--- src/rtl/tt_um_priority_decoder.sv ---
// Priority-index decoder: 2-stage capture/commit pipeline that accumulates
// one-hot codes into a mask, with count, sticky status and byte readout.
module tt_um_priority_decoder (
  input  logic       clk,
  input  logic       rst_n,
  input  logic       ena,
  input  logic [7:0] ui_in,
  input  logic [7:0] uio_in,
  output logic [7:0] uo_out,
  output logic [7:0] uio_out,
  output logic [7:0] uio_oe
);

  logic        s1_valid;
  logic [7:0]  s1_code;
  logic [15:0] mask;
  logic [7:0]  count;
  logic        err;
  logic        none_seen;
  logic [3:0]  last_code;
  logic        commit_q;
  logic        dup_q;

  logic        clr;
  logic        is_idx;
  logic        is_none;
  logic [15:0] onehot;
  logic        take;
  logic        commit;
  logic        bad;
  logic        dup;
  logic        mask_full;
  logic        unused_ok;

  assign clr       = uio_in[1];
  assign unused_ok = &{1'b0, uio_in[7:4]};

  always_comb begin
    is_idx  = (s1_code[7:4] == 4'h0);
    is_none = (s1_code == 8'hF0);
    onehot  = 16'h0001 << s1_code[3:0];
    take    = s1_valid & ~clr;
    commit  = take & (is_idx | is_none);
    bad     = take & ~is_idx & ~is_none;
    dup     = take & is_idx & (|(mask & onehot));
  end

  always_ff @(posedge clk or negedge rst_n) begin
    if (!rst_n) begin
      s1_valid <= 1'b0;
      s1_code  <= 8'h00;
    end else begin
      s1_valid <= ena & uio_in[0] & ~clr;
      s1_code  <= ui_in;
    end
  end

  // Clear wins over any commit from stage 1.
  always_ff @(posedge clk or negedge rst_n) begin
    if (!rst_n) begin
      mask      <= 16'h0000;
      count     <= 8'h00;
      err       <= 1'b0;
      none_seen <= 1'b0;
      last_code <= 4'h0;
      commit_q  <= 1'b0;
      dup_q     <= 1'b0;
    end else if (clr) begin
      mask      <= 16'h0000;
      count     <= 8'h00;
      err       <= 1'b0;
      none_seen <= 1'b0;
      last_code <= 4'h0;
      commit_q  <= 1'b0;
      dup_q     <= 1'b0;
    end else begin
      commit_q <= commit;
      dup_q    <= dup;
      if (commit && is_idx)
        mask <= mask | onehot;
      if (commit) begin
        if (count != 8'hFF)
          count <= count + 8'h01;
        last_code <= s1_code[3:0];
      end
      if (commit && is_none)
        none_seen <= 1'b1;
      if (bad)
        err <= 1'b1;
    end
  end

  assign mask_full = (mask == 16'hFFFF);

  always_comb begin
    uo_out = 8'h00;
    unique case (uio_in[3:2])
      2'b00: uo_out = mask[7:0];
      2'b01: uo_out = mask[15:8];
      2'b10: uo_out = count;
      2'b11: uo_out = {err, none_seen, mask_full, 1'b0, last_code};
    endcase
  end

  assign uio_out = {dup_q, mask_full, err, commit_q, 4'h0};
  assign uio_oe  = 8'hF0;

endmodule

--- config.mk ---
export PLATFORM = sky130hd
export DESIGN_NAME = tt_um_priority_decoder
export DESIGN_NICKNAME = d
export VERILOG_FILES = /design/src/rtl/tt_um_priority_decoder.sv
export SDC_FILE = /design/constraint.sdc
export NUM_CORES = 1
export LEC_CHECK = 0
export BUFFER_PORTS_ARGS = -buffer_cell sky130_fd_sc_hd__buf_2
export CORE_ASPECT_RATIO = 0.7
export CORE_MARGIN = 1
export CORE_UTILIZATION = 55
export DETAILED_ROUTE_END_ITERATION = 8
export MAX_ROUTING_LAYER = met4
export PLACE_DENSITY_LB_ADDON = 0.3
export SKIP_LAST_GASP = 1
export SLEW_MARGIN = 20
export SYNTH_ARGS = -nofsm -noshare
export SYNTH_HDL_FRONTEND = slang
export SYNTH_SLANG_ARGS = --single-unit
--- constraint.sdc ---
create_clock -name clk -period 2.3 [get_ports clk]
set_clock_uncertainty 0.1 [all_clocks]
set_input_delay 0.345 -clock clk [delete_from_list [all_inputs] [get_ports clk]]
set_output_delay 0.345 -clock clk [all_outputs]
set_load 0.01 [all_outputs]
==> run_results.csv <==
group,metric,value,unit
run_status,status,"finished clean",
critical_path,criticalPathCategory,"register to output port",
worst_hold_path,hold_path_class,"input pin to register",
flow_run,maxCapViolCount,0,
cells_and_area,drive_gt1_frac,0.2720,
critical_path,worstPathArrival,1.70,ns
critical_path,critical_path.max_stage_delay,0.44,ns
cts,clock-root-buffer,"clkbuf_8",
critical_path,start_kind,"register",
critical_path,crit_chain,"nand4_1 > nor4_2 > mux4_2 > buf_2",
routing,dr.first_iter.drc_count,188,
critical_path,reg2reg_depth,4,
routing,wl_per_cell,17.52,µm
grt,grt_pass1_vias,1651,
die,core,3694,µm²
timing,clock.fmax,0.4664,GHz
yosys,syn_area,2231,µm²
critical_path,timing.rr.start,"count[0]",
yosys,synth_enable_flop_cells,0,
place,globalplace.congestion,0.9428,
power_and_ir_drop,power_density,538.4,nW/µm²
yosys,synthCells,215,
routing,detail_route.vias_per_cell,6.170,
routing,drcViolationCount,0,
cts,htree_num_levels,2,
cells_and_area,seq_area,1026,µm²
critical_path,crit_cells,4,
die,die-area,4319,µm²
power_and_ir_drop,irDropWorstVdd,0.3403,mV
grt,met1_usage,0.4050,
routing,first_pass_iters,4,
cells_and_area,fin_nets,258,
yosys,async_flop_share,1.000,
critical_path,critical_path.endpoint,"uo_out[5]",
grt,top_usage_layer,"met1",
critical_path,crit_family,"simple AND/OR/NAND/NOR gates",
die,die_x,78.12,µm
timing,hold_viol,0,
timing,rsz0062_at_grt,"false",
cells_and_area,fillers,289,
cells_and_area,final_common_cell,"dfrtp_1",
timing,setup_violations,0,
critical_path,startpoint,"mask[13]",
grt,grt_max_degree,35,
critical_path,path_buf_inv,1,
timing,final.period_utilization,0.9322,
critical_path,rrSetupSlack,0.36,ns
yosys,synth_ff_type,"dfrtp_1",
cts,clk_pin_slew_worst_paths,0.08,ns
cts,clock_path_buffers,2,
cts,cts_sinks,41,
place,hpwl,3.605,mm
cells_and_area,synthToLayoutAreaGrowth,9.703,%
die,initial_core_util,0.6040,
die,row_count,18,
cells_and_area,diodes,0,
cells_and_area,multi_input_area,1039,µm²
die,die_h,55.29,µm
cts,clock_latency,0.30,ns
grt,antenna_found_initial,0,
cts,cts_made_buffers,5,
yosys,synth.distinct_cells,51,
yosys,yosys_register_bits,41,
timing,whs,0.04444,ns
yosys,avgSynthCellArea,10.38,µm²
timing,relSlewSlack,0.5304,
routing,vias,1783,
place,io_buffer_count,26,
critical_path,r2r_end,"count[4]",
grt,use_met3,0.05289,
grt,overflow,0,
yosys,yosysSeqAreaShare,0.4599,
critical_path,cp-end-kind,"output port",
die,io_pins,43,
grt,grt_pass1_wl,8.418,mm
routing,wirelength,5.062,mm
yosys,yosys_warnings,0,
timing,finalSetupTns,0,ns
timing,period_minus_slack,2.144,ns
cells_and_area,mostFrequentLayoutCells,"dfrtp_1, a21oi_1, buf_2",
routing,ant_nets,0,
grt,met2_usage,0.3647,
grt,grt_usage,0.2704,
critical_path,critPathSlowestCell,"dfrtp_1",
power_and_ir_drop,leakage,1.057,nW
critical_path,cp_max_fo,4,
timing,worst_slew_pin_slew,0.7022,ns
timing,drv_slew,0,
critical_path,crit_required,1.86,ns
cts,cts_tree,"yes",
flip-flops by register name, summed over array words and instances (netlist names):
signal / flops
s1_valid: 1
mask: 16
count: 8
none_seen: 1
commit_q: 1
s1_code: 8
last_code: 4
dup_q: 1
err: 1
metrics by stage:
stage | cell area [µm²] | cells | total power [mW] | util | setup slack (ns)
2_1_floorplan | 2268 | 225 | 0.8362 | - | 0.5087
3_3_place_gp | 2349 | 280 | 0.8664 | 0.6358 | 0.4170
3_5_place_dp | 2349 | 280 | 0.8688 | 0.6358 | 0.3816
4_1_cts | 2441 | 289 | 1.327 | 0.6609 | 0.03597
5_1_grt | 2447 | 289 | 1.367 | 0.6626 | 0.05561
6_report | 2447 | 289 | 1.318 | 0.6626 | 0.1560
cell type report:
type,instances,area share
clock buffers,6,0.02965
multi-input cells,147,0.4243
flip-flops and latches,41,0.4192
clock inverters,2,0.004090
well taps,50,0.02556
repair buffers,37,0.08793
inverters,6,0.009202
layer usage:
metal  vias to the layer above  wire length (µm)
li1                        817                 -
met1                       855              2279
met2                       100              2222
met3                        11               487
met4                         0                72
met5                         -                 0
how the worst min path moves through the flow:
stage                        start          to  slack (ns)  cells past startpoint
after floorplan              rst_n    commit_q       -0.05                      0
after global placement       rst_n    mask[11]        0.16                      1
after detailed placement     rst_n     mask[4]        0.16                      1
after CTS                 ui_in[4]  s1_code[4]        0.04                      1
after global routing      ui_in[5]  s1_code[5]        0.04                      1
final                     ui_in[4]  s1_code[4]        0.04                      1
power breakdown:
| part | switching [mW] | leakage (nW) | internal [mW] |
|---|---|---|---|
| combinational | 0.0794 | 0.458 | 0.0369 |
| sequential | 0.0109 | 0.553 | 0.730 |
| clock | 0.251 | 0.0450 | 0.210 |
cells in the mapped netlist (all sizes together), types with 2 or more instances:
cell	n	area share
a21oi	26	0.058
a31oi	6	0.020
and3	2	0.0056
and4	3	0.013
buf	21	0.067
clkbuf	10	0.017
conb	2	0.0034
dfrtp	41	0.46
inv	6	0.010
mux2	2	0.010
mux2i	3	0.013
mux4	7	0.071
nand2	2	0.0034
nand3	9	0.020
nand4	6	0.017
nor2	21	0.040
nor2b	4	0.011
nor3	2	0.0045
nor4	6	0.035
o21ai	8	0.018
o31ai	5	0.017
or3	2	0.0056
or4	6	0.022
kinds of logic after synthesis:
| group | after synthesis | share of synthesized area |
|---|---|---|
| AOI/OAI and AO/OA | 54 | 0.1498 |
| DFF | 41 | 0.4599 |
| and+or+nand+nor | 68 | 0.1929 |
| buffers and inverters | 37 | 0.09422 |
| adders and majority gates | 1 | 0.005608 |
| other | 2 | 0.003366 |
| muxes | 12 | 0.09422 |
repair_timing:
action / CTS / global route
resized for setup: 0 / 1
hold buffers: 1 / 0
endpoints found under the hold margin: 14 / 0
setup buffers: 0 / 0
endpoints found under the setup margin: 0 / 1
Power figures use the tool's default switching activity.
